### config.mk
export PLATFORM = sky130hd
export DESIGN_NAME = cpu_trace_monitor
export DESIGN_NICKNAME = d
export VERILOG_FILES = /design/src/rtl/tinycpu_mon_pkg.sv /design/src/rtl/mon_sync_fifo.sv /design/src/rtl/cpu_trace_monitor.sv
export SDC_FILE = /design/constraint.sdc
export NUM_CORES = 1
export LEC_CHECK = 0
export BUFFER_PORTS_ARGS = -buffer_cell sky130_fd_sc_hd__buf_2
export CORE_ASPECT_RATIO = 1.4
export CORE_MARGIN = 3
export CORE_UTILIZATION = 45
export DETAILED_ROUTE_END_ITERATION = 7
export PLACE_DENSITY = 0.66
export SETUP_SLACK_MARGIN = 0.15
export SLEW_MARGIN = 20
export SYNTH_ARGS = -nofsm -noshare
export SYNTH_HDL_FRONTEND = slang
export SYNTH_HIERARCHICAL = 1
export SYNTH_SLANG_ARGS = --single-unit
### constraint.sdc
create_clock -name clk -period 4.3 [get_ports clk]
set_clock_uncertainty 0.15 [all_clocks]
set_input_delay 0.645 -clock clk [delete_from_list [all_inputs] [get_ports clk]]
set_output_delay 0.645 -clock clk [all_outputs]
set_load 0.005 [all_outputs]
### src/rtl/tinycpu_mon_pkg.sv
`default_nettype none
// ============================================================================
// Module   : tinycpu_mon_pkg
// Purpose  : Shared constants for the tinycpu run monitor: default control
//            state codes, the jump opcode, and the bit offsets of each
//            register field inside a packed snapshot {rA,rB,rM,rP}.
// Revision : 1.0 - initial release
// ============================================================================
package tinycpu_mon_pkg;

  // Default control-state encodings of the tinycpu sequencer.
  localparam logic [5:0] IDLE_CODE_DEF = 6'b100000;
  localparam logic [5:0] EXEC_CODE_DEF = 6'b001000;

  // instr[7:6] value of the jump instruction.
  localparam logic [1:0] JMP_OP_DEF = 2'b11;

  // Snapshot layout: rA occupies the MSBs, rP the LSBs.
  function automatic int snap_ra_lsb(input int data_w);
    return 3 * data_w;
  endfunction

  function automatic int snap_rb_lsb(input int data_w);
    return 2 * data_w;
  endfunction

  function automatic int snap_rm_lsb(input int data_w);
    return data_w;
  endfunction

  function automatic int snap_rp_lsb(input int data_w);
    return 0 * data_w;
  endfunction

endpackage : tinycpu_mon_pkg
`default_nettype wire

### src/rtl/mon_sync_fifo.sv
`default_nettype none
// ============================================================================
// Module   : mon_sync_fifo
// Purpose  : Single-clock FIFO with a register-file store and a head output
//            taken straight from the storage registers (no bypass: an entry
//            written on edge N is first visible after edge N).
// Ports    : clk, reset (async, active-low), clear (sync)
//            push/wdata - write request and data
//            pop        - read request (ignored when empty)
//            rdata      - head entry, zero while empty
//            valid      - FIFO not empty
//            drop       - pulse: push refused because full with no pop
// Revision : 1.0 - initial release
// ============================================================================
module mon_sync_fifo #(
  parameter int WIDTH = 32,
  parameter int DEPTH = 8
) (
  input  logic             clk,
  input  logic             reset,
  input  logic             clear,
  input  logic             push,
  input  logic [WIDTH-1:0] wdata,
  input  logic             pop,
  output logic [WIDTH-1:0] rdata,
  output logic             valid,
  output logic             drop
);

  localparam int AW = (DEPTH > 1) ? $clog2(DEPTH) : 1;

  // Pointers carry one extra wrap bit so full and empty are distinguishable
  // when the index bits match.
  logic [AW:0]      wr_ptr;
  logic [AW:0]      rd_ptr;
  logic [WIDTH-1:0] mem [DEPTH];

  logic empty;
  logic full;
  logic do_pop;
  logic do_push;

  assign empty = (wr_ptr == rd_ptr);
  assign full  = (wr_ptr[AW] != rd_ptr[AW]) &&
                 (wr_ptr[AW-1:0] == rd_ptr[AW-1:0]);

  assign do_pop  = pop && !empty && !clear;
  // A pop in the same cycle frees the slot, so a full FIFO still accepts.
  assign do_push = push && (!full || do_pop) && !clear;
  assign drop    = push && full && !do_pop && !clear;

  assign valid = !empty;
  assign rdata = empty ? '0 : mem[rd_ptr[AW-1:0]];

  always_ff @(posedge clk or negedge reset) begin
    if (!reset) begin
      wr_ptr <= '0;
      rd_ptr <= '0;
    end else if (clear) begin
      wr_ptr <= '0;
      rd_ptr <= '0;
    end else begin
      if (do_push) wr_ptr <= wr_ptr + (AW+1)'(1);
      if (do_pop)  rd_ptr <= rd_ptr + (AW+1)'(1);
    end
  end

  // Storage needs no reset: the empty flag masks stale contents.
  always_ff @(posedge clk) begin
    if (do_push) mem[wr_ptr[AW-1:0]] <= wdata;
  end

endmodule : mon_sync_fifo
`default_nettype wire

### src/rtl/cpu_trace_monitor.sv
`default_nettype none
// ============================================================================
// Module   : cpu_trace_monitor
// Purpose  : Run monitor for the tinycpu family. Detects self-jump loops and
//            raises a sticky halt, counts cycles and retired instructions,
//            and queues a register snapshot per retired instruction.
// Ports    : clk, reset (async, active-low), clear (sync)
//            state_in, op_in, ra_in/rb_in/rm_in/rp_in - CPU taps
//            trace_valid/trace_ready/trace_data       - snapshot stream
//            trace_overflow - sticky, a snapshot was dropped
//            halt           - sticky, forever loop detected
//            cycle_count, retire_count - saturating counters
// Revision : 1.0 - initial release
// ============================================================================
module cpu_trace_monitor
  import tinycpu_mon_pkg::*;
#(
  parameter int                 DATA_W      = 8,
  parameter int                 STATE_W     = 6,
  parameter logic [STATE_W-1:0] IDLE_CODE   = STATE_W'(IDLE_CODE_DEF),
  parameter logic [STATE_W-1:0] EXEC_CODE   = STATE_W'(EXEC_CODE_DEF),
  parameter logic [1:0]         JMP_OP      = JMP_OP_DEF,
  parameter int                 LOOP_THRESH = 1,
  parameter int                 FIFO_DEPTH  = 8,
  parameter int                 CNT_W       = 16
) (
  input  logic                  clk,
  input  logic                  reset,
  input  logic                  clear,
  input  logic [STATE_W-1:0]    state_in,
  input  logic [1:0]            op_in,
  input  logic [DATA_W-1:0]     ra_in,
  input  logic [DATA_W-1:0]     rb_in,
  input  logic [DATA_W-1:0]     rm_in,
  input  logic [DATA_W-1:0]     rp_in,
  output logic                  trace_valid,
  input  logic                  trace_ready,
  output logic [4*DATA_W-1:0]   trace_data,
  output logic                  trace_overflow,
  output logic                  halt,
  output logic [CNT_W-1:0]      cycle_count,
  output logic [CNT_W-1:0]      retire_count
);

  localparam int SNAP_W = 4 * DATA_W;
  localparam int HIT_W  = (LOOP_THRESH > 1) ? $clog2(LOOP_THRESH + 1) : 1;

  // --------------------------------------------------------------------------
  // Event decode
  // --------------------------------------------------------------------------
  logic              retire;
  logic              is_exec;
  logic              loop_qual;
  logic [DATA_W-1:0] rp_minus1;

  assign retire    = (state_in == IDLE_CODE) && !halt;
  assign is_exec   = (state_in == EXEC_CODE);
  // rP already points past the jump, so a self-jump targets rP-1. The
  // subtraction wraps naturally at DATA_W bits.
  assign rp_minus1 = rp_in - DATA_W'(1);
  assign loop_qual = is_exec && (op_in == JMP_OP) && (rp_minus1 == rm_in);

  // --------------------------------------------------------------------------
  // Snapshot packing and buffer
  // --------------------------------------------------------------------------
  logic [SNAP_W-1:0] snap;
  logic              fifo_pop;
  logic              fifo_drop;

  assign snap[snap_ra_lsb(DATA_W) +: DATA_W] = ra_in;
  assign snap[snap_rb_lsb(DATA_W) +: DATA_W] = rb_in;
  assign snap[snap_rm_lsb(DATA_W) +: DATA_W] = rm_in;
  assign snap[snap_rp_lsb(DATA_W) +: DATA_W] = rp_in;

  assign fifo_pop = trace_valid && trace_ready;

  mon_sync_fifo #(
    .WIDTH (SNAP_W),
    .DEPTH (FIFO_DEPTH)
  ) u_snap_fifo (
    .clk   (clk),
    .reset (reset),
    .clear (clear),
    .push  (retire),
    .wdata (snap),
    .pop   (fifo_pop),
    .rdata (trace_data),
    .valid (trace_valid),
    .drop  (fifo_drop)
  );

  // --------------------------------------------------------------------------
  // Loop detector
  // --------------------------------------------------------------------------
  logic [HIT_W-1:0] loop_hits;
  logic [HIT_W:0]   hits_inc;
  logic             hits_reach;

  assign hits_inc   = {1'b0, loop_hits} + (HIT_W+1)'(1);
  assign hits_reach = (hits_inc >= (HIT_W+1)'(LOOP_THRESH));

  // --------------------------------------------------------------------------
  // Counters, flags and loop state
  // --------------------------------------------------------------------------
  always_ff @(posedge clk or negedge reset) begin
    if (!reset) begin
      cycle_count    <= '0;
      retire_count   <= '0;
      loop_hits      <= '0;
      halt           <= 1'b0;
      trace_overflow <= 1'b0;
    end else if (clear) begin
      cycle_count    <= '0;
      retire_count   <= '0;
      loop_hits      <= '0;
      halt           <= 1'b0;
      trace_overflow <= 1'b0;
    end else begin
      // Everything but the overflow flag freezes once halted; the FIFO can
      // still drain so a drop is impossible then anyway.
      if (!halt) begin
        if (cycle_count != '1) cycle_count <= cycle_count + CNT_W'(1);
        if (retire && (retire_count != '1)) begin
          retire_count <= retire_count + CNT_W'(1);
        end
        if (loop_qual) begin
          // hits_inc never exceeds LOOP_THRESH here because halt sets on
          // reaching it, so the truncation cannot wrap.
          loop_hits <= hits_inc[HIT_W-1:0];
          if (hits_reach) halt <= 1'b1;
        end else if (is_exec) begin
          loop_hits <= '0;
        end
      end
      if (fifo_drop) trace_overflow <= 1'b1;
    end
  end

endmodule : cpu_trace_monitor
`default_nettype wire

======== Word level (Yosys, flattened, before mapping) ========
Memory sizes are Yosys's and may differ from the RTL's.
Cells that the tools add are included.
word-level totals
  bits in registers ....................... 43
  memory bits (writable) .................. 256
  output and inout port bits .............. 67
  word-level logic and storage cells ...... 76
  memories kept ........................... 1
memory list
  memory           words  width  read ports  clocked after Yosys merged registers in  write ports  line                 text
  u_snap_fifo.mem  8      32     1           0                                        1            mon_sync_fifo.sv:36  logic [WIDTH-1:0] mem [DEPTH];
operators by class
  add/sub/neg operators ................... 6
  magnitude comparators ................... 1
  eq/ne operators ......................... 10
  muxes and demuxes ....................... 23
  reduce and logical (&&, ||, !) cells .... 28
operators with widths
  cell                                                                count
  2-to-1 mux 16 bit                                                   6
  adder 16 x 1 -> 16 bit (second input constant)                      2
  2-to-1 mux 32 bit                                                   1
  inequality test 16 bit (second input constant)                      2
  2-to-1 mux 4 bit                                                    4
  logical AND 1 bit                                                   13
  2-to-1 mux 1 bit                                                    12
  nonzero test 2 bit                                                  5
  adder 4 x 1 -> 4 bit (second input constant)                        2
  == test 8 bit                                                       1
  subtractor 8 x 1 -> 8 bit (second input constant)                   1
  == test 6 x 4 -> 1 bit (second input constant)                      1
  == test 6 bit (second input constant)                               1
  AND reduction 2 bit                                                 3
  logical NOT 1 bit                                                   5
  == test 4 bit                                                       1
  == test 3 bit                                                       1
  nonzero test 3 bit                                                  1
  adder 1 x 1 -> 2 bit (second input constant)                        1
  == test 2 bit (second input constant)                               1
  greater-or-equal comparator 2 x 1 -> 1 bit (second input constant)  1
  inequality test 2 bit (second input constant)                       1
  logical OR 1 bit                                                    1
  inequality test 1 bit                                               1

======== Longest topological paths before layout ========
Gate-level depths: netlist of the first run.
  depth after elaboration ................. 10
  mapped depth ............................ 12
  mapped depth without buffers ............ 9

======== Hierarchy ========
Netlist of the first run, hierarchy kept.
modules (own cells, without submodules)
  module             times used  cells an instance  area an instance (um2)  sequential area each (um2)
  mon_sync_fifo      1           486                10,304.9                7,887.6
  cpu_trace_monitor  1           221                2,104.5                 850.8

======== Worst setup path before layout of the first run ========
No wires, ideal clock.
  path type ............................... flip-flop to flip-flop
  start ................................... reg u_snap_fifo.wr_ptr[0]
  end ..................................... mem u_snap_fifo.mem[0][0], enable pin
  data arrival time ....................... 4.072 ns
  data required time ...................... 3.689 ns
  setup slack ............................. -0.383 ns
  stages on the path, launching flop included .. 12
  buffers on the path ..................... 3
  clock period less this slack ............ 4.683 ns
  cell sequence ........................... dfrtp_1 -> buf_6 -> xor2_1 -> nor4_1 -> buf_2 -> buf_2 -> inv_1 -> and2_1 -> inv_1 -> nand2_1 -> o21ai_0 -> nor3_1
between the ends
  longest elaborated chain between the ends .. 10
  elaborated cells on any way between the ends .. 13
ends and longest elaborated chain
  element                                 line                     text
  from (decl)                             mon_sync_fifo.sv:34      logic [AW:0] wr_ptr;
  from (signal assigned)                  mon_sync_fifo.sv:63      if (do_push) wr_ptr <= wr_ptr + (AW+1)'(1);
  == test 4 bit                           mon_sync_fifo.sv:43      assign empty = (wr_ptr == rd_ptr);
  logical NOT 1 bit                       mon_sync_fifo.sv:52      assign valid = !empty;
  via trace_valid                         cpu_trace_monitor.sv:36  output logic trace_valid,
  logical AND 1 bit                       cpu_trace_monitor.sv:75  assign fifo_pop = trace_valid && trace_ready;
  via fifo_pop                            cpu_trace_monitor.sv:67  logic fifo_pop;
  logical AND 1 bit (2 in a row)          mon_sync_fifo.sv:47      assign do_pop = pop && !empty && !clear;
  logical OR 1 bit                        mon_sync_fifo.sv:49      assign do_push = push && (!full || do_pop) && !clear;
  logical AND 1 bit (2 in a row)          mon_sync_fifo.sv:49
  2-to-1 mux 1 bit                        mon_sync_fifo.sv:70      if (do_push) mem[wr_ptr[AW-1:0]] <= wdata;
  2-to-1 mux 1 bit (not written as such)  mon_sync_fifo.sv:70
  to (decl)                               mon_sync_fifo.sv:36
The timed path passes the listed nets, and every way through them passes these cells.

======== Final worst setup path of the first run ========
  start ................................... reg u_snap_fifo.rd_ptr[1]
  end ..................................... out trace_data[10]
between the ends
  longest elaborated chain between the ends .. 2
  elaborated cells on any way between the ends .. 3
ends and longest elaborated chain
  element                                               line                     text
  from (decl)                                           mon_sync_fifo.sv:35      logic [AW:0] rd_ptr;
  from (signal assigned)                                mon_sync_fifo.sv:64      if (do_pop) rd_ptr <= rd_ptr + (AW+1)'(1);
  memory (8 x 32 bit) or == test 4 bit (tied branches)  -
  2-to-1 mux 32 bit *                                   mon_sync_fifo.sv:53      assign rdata = empty ? '0 : mem[rd_ptr[AW-1:0]];
  to (decl)                                             cpu_trace_monitor.sv:38  output logic [4*DATA_W-1:0] trace_data,
Mark *: on every way between the ends. The rest lies on a longest branch, timed or not.

==> results of run 1 <==
-- per-stage QoR --
| step | instance area [µm²] | cells |
|---|---|---|
| finish | 14300 | 1213 |
| CTS | 14300 | 1212 |
| detailed placement | 13500 | 1165 |
| global route | 14300 | 1212 |
| floorplan | 12400 | 707 |
| global placement | 13500 | 1165 |
-- state kept, by name (all words and copies together) (netlist names) --
| signal | cells |
|---|---|
| halt | 1 |
| u_snap_fifo/mem | 256 |
| u_snap_fifo/rd_ptr | 4 |
| trace_overflow | 1 |
| u_snap_fifo/wr_ptr | 4 |
| retire_count | 16 |
| cycle_count | 16 |
-- power by group through the flow --
stage	logic (W)	clock network (W)	registers, W
after floorplan	0.0000394	0	0.00321
after global placement	0.000120	0	0.00321
after detailed placement	0.000123	0	0.00321
after CTS	0.000123	0.00233	0.00315
after global routing	0.000134	0.00245	0.00314
final	0.000121	0.00228	0.00315
-- how the worst max path moves through the flow --
stage                     startpoint                     end  slack (ps)  cells past startpoint
6_report       u_snap_fifo/rd_ptr[1]          trace_data[10]         910                      5
2_1_floorplan  u_snap_fifo/wr_ptr[0]   u_snap_fifo/mem[1][0]         480                     11
3_5_place_dp   u_snap_fifo/wr_ptr[0]  u_snap_fifo/mem[3][24]         930                      9
5_1_grt        u_snap_fifo/wr_ptr[0]  u_snap_fifo/mem[3][31]         670                      9
4_1_cts        u_snap_fifo/rd_ptr[1]           trace_data[0]         830                      5
3_3_place_gp   u_snap_fifo/wr_ptr[0]  u_snap_fifo/mem[3][24]         970                      9
-- cell families after synthesis --
family | after synthesis
AO/OA/AOI/OAI | 50
XOR/XNOR | 39
AND/OR/NAND/NOR | 169
buffers and inverters | 46
adder cells (fa/ha/maj) | 5
multiplexers | 100
flip-flops | 298
-- cells in the mapped netlist, types with 3 or more instances --
master / number / area share
inv_1: 12 / 0.0036
and2_1: 3 / 0.0015
dfrtp_1: 42 / 0.085
xor2_1: 23 / 0.016
xnor2_1: 16 / 0.011
nor4_1: 5 / 0.0025
a21oi_1: 10 / 0.0040
nand2_1: 12 / 0.0036
o21ai_1: 5 / 0.0020
clkbuf_1: 8 / 0.0024
buf_1: 6 / 0.0018
a211oi_1: 5 / 0.0030
or3_1: 5 / 0.0025
nand2b_1: 6 / 0.0030
mux2i_1: 35 / 0.028
and3_1: 7 / 0.0035
a31oi_1: 3 / 0.0015
nor3_1: 10 / 0.0040
edfxtp_1: 256 / 0.62
buf_4: 3 / 0.0018
nand3_1: 12 / 0.0048
o211ai_1: 4 / 0.0024
ha_1: 5 / 0.0050
buf_2: 13 / 0.0052
buf_6: 4 / 0.0036
nor2_1: 73 / 0.022
mux4_2: 64 / 0.12
nand4_1: 15 / 0.0076
o21ai_0: 8 / 0.0032
-- critical path: stages, from the launching register on --
cell	delay (ps)
dfrtp_2	380
buf_4	760
mux4_2	420
mux2i_1	270
nor2_1	70
buf_2	140
-- cell type report --
cell class                 instances  area (µm²)  share of cell area
sequential                       298        8740               0.611
clock buffer                      32         694              0.0485
tap                              365         457              0.0319
antenna                            1        2.50            0.000175
clock inverter                    15         138             0.00962
timing repair buffer             127         703              0.0492
inverter                          12        45.0             0.00315
multi-input combinational        363        3520               0.246
-- per-layer routing --
metal | wire length, µm | share of wire | up-vias | GRT usage
met1 | 10100 | 0.40 | 3396 | 0.217
met2 | 13400 | 0.53 | 176 | 0.310
met4 | 342 | 0.014 | 2 | 0.0343
met5 | 13 | 0.00052 | - | 0
li1 | - | - | 3025 | -
met3 | 1350 | 0.054 | 26 | 0.0286
==> run_summary.xml, run 1 <==
<?xml version="1.0" encoding="UTF-8"?>
<metrics>
  <group name="route">
    <metric name="finalWirelength" unit="mm">25.2</metric>
    <metric name="detail_route.first_pass.iterations" unit="">5</metric>
    <metric name="avgRoutedWirePerCell" unit="µm">20.8</metric>
    <metric name="route.detailed.drc" unit="">0</metric>
    <metric name="drtIter0Drc" unit="">495</metric>
    <metric name="vias" unit="">6625</metric>
    <metric name="viasPerCell" unit="">5.46</metric>
    <metric name="final_antenna_net_count" unit="">0</metric>
  </group>
  <group name="clocking">
    <metric name="cts.sink_count" unit="">298</metric>
    <metric name="clk_root_buffer_cell" unit="">clkbuf_16</metric>
    <metric name="tritoncts" unit="">yes</metric>
    <metric name="cts_made_buffers" unit="">27</metric>
    <metric name="ctsResizeCount" unit="">0</metric>
    <metric name="post_cts_buffers" unit="">0</metric>
    <metric name="clkTransAtPathRegs" unit="ps">60</metric>
    <metric name="post_cts_hold_buffer_count" unit="">0</metric>
    <metric name="cts.htree.levels" unit="">1</metric>
    <metric name="worstSkewPairLatency" unit="ps">520</metric>
    <metric name="ctsLongestPathBuffers" unit="">3</metric>
  </group>
  <group name="floorplan">
    <metric name="die-height" unit="µm">202</metric>
    <metric name="fp.dieW" unit="µm">146</metric>
    <metric name="boundaryPins" unit="">111</metric>
    <metric name="initial_core_util" unit="">0.460</metric>
    <metric name="row_count" unit="">71</metric>
    <metric name="core_area" unit="µm²">27000</metric>
    <metric name="die_area" unit="µm²">29600</metric>
  </group>
  <group name="finish">
    <metric name="area_growth" unit="%">15.3</metric>
    <metric name="postLayoutCoreUtil" unit="">0.530</metric>
    <metric name="nFillCells" unit="">2197</metric>
    <metric name="layout-drive-gt1-share" unit="">0.300</metric>
    <metric name="layout_commonest_cell" unit="">edfxtp_1</metric>
    <metric name="layout.cells.most_common_list" unit="">256 x edfxtp_1, 110 x buf_2, 69 x nor2_1</metric>
    <metric name="final_net_count" unit="">878</metric>
  </group>
  <group name="flow_run">
    <metric name="max_cap_violations" unit="">0</metric>
  </group>
  <group name="power">
    <metric name="switching_share" unit="">0.197</metric>
    <metric name="p_leak" unit="nW">4.83</metric>
    <metric name="p_seq_frac" unit="">0.568</metric>
    <metric name="power_frac_clock" unit="">0.411</metric>
    <metric name="relative_contribution_of_combinational_cells_to_total_power" unit="">0.022</metric>
    <metric name="internal-power" unit="W">0.00445</metric>
    <metric name="switching_power_total" unit="W">0.00109</metric>
    <metric name="totalPowerFinal" unit="W">0.00554</metric>
    <metric name="power_density" unit="nW/µm²">388</metric>
    <metric name="ir_worst_vdd" unit="µV">246</metric>
  </group>
  <group name="synthesis">
    <metric name="count_of_flip_flops_with_a_built_in_enable_after_synthesis" unit="">256</metric>
    <metric name="ys_seq_elements" unit="">298</metric>
    <metric name="yosys.area_share.simple" unit="">0.0718</metric>
    <metric name="syn_inst" unit="">707</metric>
    <metric name="synth-xor-area-share" unit="">0.0275</metric>
    <metric name="complex_gate_fraction_of_the_synthesized_area" unit="">0.0276</metric>
    <metric name="mappedNetlistNets" unit="">756</metric>
    <metric name="muxShareOfSynthArea" unit="">0.145</metric>
    <metric name="postSynthAreaPerCell" unit="µm²">17.6</metric>
    <metric name="ys_async_rst_share" unit="">0.141</metric>
    <metric name="largest_family_of_logic_cells_by_synthesized_area" unit="">multiplexers</metric>
    <metric name="ys_warn_count" unit="">6</metric>
    <metric name="synth_cell_type_count" unit="">57</metric>
    <metric name="synth_area_in_adders" unit="">0.00504</metric>
    <metric name="seq_area_frac_synth" unit="">0.704</metric>
    <metric name="dominantRegCellSynth" unit="">edfxtp_1</metric>
    <metric name="post_synth_instance_area" unit="µm²">12400</metric>
  </group>
  <group name="sta">
    <metric name="rsz0062_at_grt" unit="">false</metric>
    <metric name="worst_max_slew_pin_slew" unit="ps">992</metric>
    <metric name="slew_violations" unit="">0</metric>
    <metric name="final.hold.worst_slack" unit="ps">124</metric>
    <metric name="post-route-period-util" unit="">0.789</metric>
    <metric name="max_freq" unit="MHz">295</metric>
    <metric name="report.final.hold_viol_count" unit="">0</metric>
    <metric name="setup_viol" unit="">0</metric>
    <metric name="period_minus_slack" unit="ps">3390</metric>
    <metric name="post-route-worst-setup-slack" unit="ps">909</metric>
    <metric name="relSlewSlack" unit="">0.338</metric>
    <metric name="fin_tns_setup" unit="ps">0</metric>
  </group>
  <group name="critical_path">
    <metric name="critical_path.startpoint_type" unit="">flip-flop</metric>
    <metric name="critPathArrivalTime" unit="ps">2600</metric>
    <metric name="worstPathMaxFanout" unit="">67</metric>
    <metric name="rrSetupSlack" unit="ps">930</metric>
    <metric name="critical_path.reg2reg.endpoint" unit="">u_snap_fifo/mem[3][31]</metric>
    <metric name="worst_ep_required_time" unit="ps">3500</metric>
    <metric name="timing.rr.start" unit="">u_snap_fifo/wr_ptr[0]</metric>
    <metric name="critical_path.endpoint_type" unit="">output pin</metric>
    <metric name="ff2ff_path_depth" unit="">9</metric>
    <metric name="timing.setup.critical_path_class" unit="">reg -&gt; out</metric>
  </group>
  <group name="hold_path">
    <metric name="worstHoldPathType" unit="">in -&gt; async</metric>
  </group>
  <group name="global_route">
    <metric name="grt_antenna_before_repair" unit="">1</metric>
    <metric name="largest_net_degree_at_the_start_of_global_routing" unit="">69</metric>
    <metric name="grt_pass1_wl" unit="mm">39.9</metric>
    <metric name="first_global_vias" unit="">7010</metric>
    <metric name="grt_use_total" unit="">0.170</metric>
    <metric name="globalRouteOverflowTotal" unit="">0</metric>
  </group>
  <group name="status">
    <metric name="run_status" unit="">finished clean</metric>
  </group>
  <group name="place">
    <metric name="gp_routability_congestion" unit="">0.821</metric>
    <metric name="place_ws" unit="ps">930</metric>
    <metric name="port_buffers" unit="">110</metric>
    <metric name="dp_hpwl" unit="mm">15.1</metric>
  </group>
</metrics>
(Power assumes the default switching activity.)
==> run 2: changes to the inputs <==
--- a/config.mk
+++ b/config.mk
@@ -10,7 +10,6 @@
 export CORE_MARGIN = 3
 export CORE_UTILIZATION = 45
 export DETAILED_ROUTE_END_ITERATION = 7
-export PLACE_DENSITY = 0.66
 export SETUP_SLACK_MARGIN = 0.15
 export SLEW_MARGIN = 20
 export SYNTH_ARGS = -nofsm -noshare
==> constraint.sdc (replaced) <==
create_clock -name clk -period 3.3 [get_ports clk]
set_clock_uncertainty 0.15 [all_clocks]
set_input_delay 0.495 -clock clk [delete_from_list [all_inputs] [get_ports clk]]
set_output_delay 0.495 -clock clk [all_outputs]
set_load 0.005 [all_outputs]
==> run_summary.xml, run 2 (synthesis gave the netlist of run 1 again) <==
<?xml version="1.0" encoding="UTF-8"?>
<metrics>
  <group name="power">
    <metric name="switching_share" unit="">0.190</metric>
    <metric name="p_leak" unit="nW">4.96</metric>
    <metric name="power_frac_clock" unit="">0.445</metric>
    <metric name="ir_worst_vdd" unit="µV">356</metric>
    <metric name="relative_contribution_of_combinational_cells_to_total_power" unit="">0.021</metric>
    <metric name="p_seq_frac" unit="">0.535</metric>
    <metric name="switching_power_total" unit="W">0.00145</metric>
    <metric name="power_density" unit="nW/µm²">525</metric>
    <metric name="internal-power" unit="W">0.00622</metric>
  </group>
  <group name="clocking">
    <metric name="tritoncts" unit="">yes</metric>
    <metric name="clkTransAtPathRegs" unit="ps">60</metric>
    <metric name="cts.htree.levels" unit="">1</metric>
    <metric name="cts_made_buffers" unit="">29</metric>
    <metric name="clk_root_buffer_cell" unit="">clkbuf_16</metric>
    <metric name="cts.sink_count" unit="">298</metric>
    <metric name="ctsLongestPathBuffers" unit="">3</metric>
    <metric name="worstSkewPairLatency" unit="ps">540</metric>
  </group>
  <group name="floorplan">
    <metric name="row_count" unit="">71</metric>
    <metric name="fp.dieW" unit="µm">146</metric>
    <metric name="boundaryPins" unit="">111</metric>
    <metric name="die_area" unit="µm²">29600</metric>
    <metric name="core_area" unit="µm²">27000</metric>
    <metric name="initial_core_util" unit="">0.460</metric>
    <metric name="die-height" unit="µm">202</metric>
  </group>
  <group name="finish">
    <metric name="layout-drive-gt1-share" unit="">0.306</metric>
    <metric name="area_growth" unit="%">17.7</metric>
    <metric name="area_taken_by_multi_input_logic_gates" unit="µm²">3560</metric>
    <metric name="layout.cells.most_common_list" unit="">256 x edfxtp_1, 110 x buf_2, 69 x nor2_1</metric>
    <metric name="sequential_standard_cell_area" unit="µm²">8740</metric>
    <metric name="final_net_count" unit="">882</metric>
    <metric name="layout_commonest_cell" unit="">edfxtp_1</metric>
    <metric name="nFillCells" unit="">2186</metric>
    <metric name="number_of_flip_flops_in_the_largest_register" unit="">256</metric>
  </group>
  <group name="sta">
    <metric name="max_freq" unit="MHz">335</metric>
    <metric name="period_minus_slack" unit="ps">2990</metric>
    <metric name="rsz0062_at_grt" unit="">false</metric>
    <metric name="setup_viol" unit="">0</metric>
    <metric name="report.final.hold_viol_count" unit="">0</metric>
    <metric name="final.hold.worst_slack" unit="ps">74.0</metric>
    <metric name="fin_tns_setup" unit="ps">0</metric>
    <metric name="slew_violations" unit="">0</metric>
    <metric name="post-route-period-util" unit="">0.906</metric>
    <metric name="worst_max_slew_pin_slew" unit="ps">980</metric>
    <metric name="relSlewSlack" unit="">0.346</metric>
  </group>
  <group name="place">
    <metric name="gp_routability_congestion" unit="">0.842</metric>
    <metric name="dp_hpwl" unit="mm">15.2</metric>
    <metric name="port_buffers" unit="">110</metric>
  </group>
  <group name="flow_run">
    <metric name="max_cap_violations" unit="">0</metric>
  </group>
  <group name="route">
    <metric name="route.detailed.drc" unit="">0</metric>
    <metric name="vias" unit="">6758</metric>
    <metric name="drtIter0Drc" unit="">347</metric>
    <metric name="finalWirelength" unit="mm">25.8</metric>
    <metric name="avgRoutedWirePerCell" unit="µm">21.1</metric>
    <metric name="detail_route.first_pass.iterations" unit="">4</metric>
    <metric name="viasPerCell" unit="">5.53</metric>
    <metric name="final_antenna_net_count" unit="">0</metric>
  </group>
  <group name="global_route">
    <metric name="largest_net_degree_at_the_start_of_global_routing" unit="">68</metric>
    <metric name="grt_antenna_before_repair" unit="">2</metric>
    <metric name="grt_use_total" unit="">0.177</metric>
    <metric name="globalRouteOverflowTotal" unit="">0</metric>
    <metric name="first_global_vias" unit="">7286</metric>
    <metric name="grt_pass1_wl" unit="mm">41.3</metric>
  </group>
  <group name="critical_path">
    <metric name="timing.setup.critical_path_class" unit="">reg -&gt; out</metric>
    <metric name="critical_path.endpoint_type" unit="">output pin</metric>
    <metric name="critPathArrivalTime" unit="ps">2340</metric>
    <metric name="critical_path.startpoint_type" unit="">flip-flop</metric>
    <metric name="worst_ep_required_time" unit="ps">2650</metric>
    <metric name="worstPathMaxFanout" unit="">34</metric>
  </group>
  <group name="status">
    <metric name="run_status" unit="">finished clean</metric>
  </group>
  <group name="hold_path">
    <metric name="worstHoldPathType" unit="">in -&gt; reg</metric>
  </group>
</metrics>
-- run 2: path summary, 6_finish.rpt --
path,start,end,slack (ps),cells past startpoint
max in group asynchronous,reset,u_snap_fifo/rd_ptr[0],1770,2
setup / recovery,u_snap_fifo/rd_ptr[0],trace_data[28],310,5
setup reg to reg,u_snap_fifo/rd_ptr[0],u_snap_fifo/mem[2][8],490,9
hold reg to reg,trace_overflow,trace_overflow,390,2
hold / removal,ra_in[6],u_snap_fifo/mem[0][30],70,1
min in group asynchronous,reset,cycle_count[2],510,2
-- run 2: stage by stage --
stage                     instance area, µm²  total power, W  utilization  std cells  worst slack [ps]
after floorplan                        12500         0.00423            -        707               163
after global placement                 13500         0.00433        0.502       1165               629
after detailed placement               13500         0.00434        0.502       1165               532
after CTS                              14600         0.00776        0.540       1220               194
after global routing                   14600         0.00793        0.541       1221               171
final                                  14600         0.00767        0.541       1221               311
-- run 2: cell type report --
class                   instances  area share
flip-flops and latches        298       0.599
repair buffers                129      0.0547
diodes                          1    0.000171
clock buffers                  38      0.0541
inverters                      12     0.00308
well taps                     365      0.0313
clock inverters                15      0.0141
multi-input cells             363       0.244
-- run 2: power by group through the flow --
stage | clock network [W] | registers [W] | logic [W]
after global routing | 0.00366 | 0.00410 | 0.000179
after floorplan | 0 | 0.00418 | 0.0000541
final | 0.00341 | 0.00410 | 0.000158
after CTS | 0.00349 | 0.00410 | 0.000162
after detailed placement | 0 | 0.00418 | 0.000160
after global placement | 0 | 0.00418 | 0.000151
-- run 2: critical path: stages (launching register included) --
cell and delay, ps:
dfrtp_4 490, bufbuf_16 430, mux4_2 540, mux2i_1 160
nor2_1 50, buf_2 140
-- run 2: what timing repair did --
| item | 4_1_cts | 5_1_grt |
|---|---|---|
| gates resized for setup | 2 | 1 |
| hold buffers | 1 | 0 |
| setup buffers | 0 | 0 |
| gates cloned | 1 | 0 |
| endpoints found under the hold margin | 42 | 0 |
| setup endpoints to repair | 22 | 2 |
-- run 2: metal layers --
metal / vias to the layer above / GRT usage / routed length (µm) / part of all wire
met5: - / 0 / 7 / 0.00027
met4: 2 / 0.0444 / 477 / 0.019
met3: 32 / 0.0326 / 1350 / 0.052
met2: 173 / 0.322 / 13700 / 0.53
met1: 3499 / 0.218 / 10200 / 0.40
li1: 3052 / - / - / -
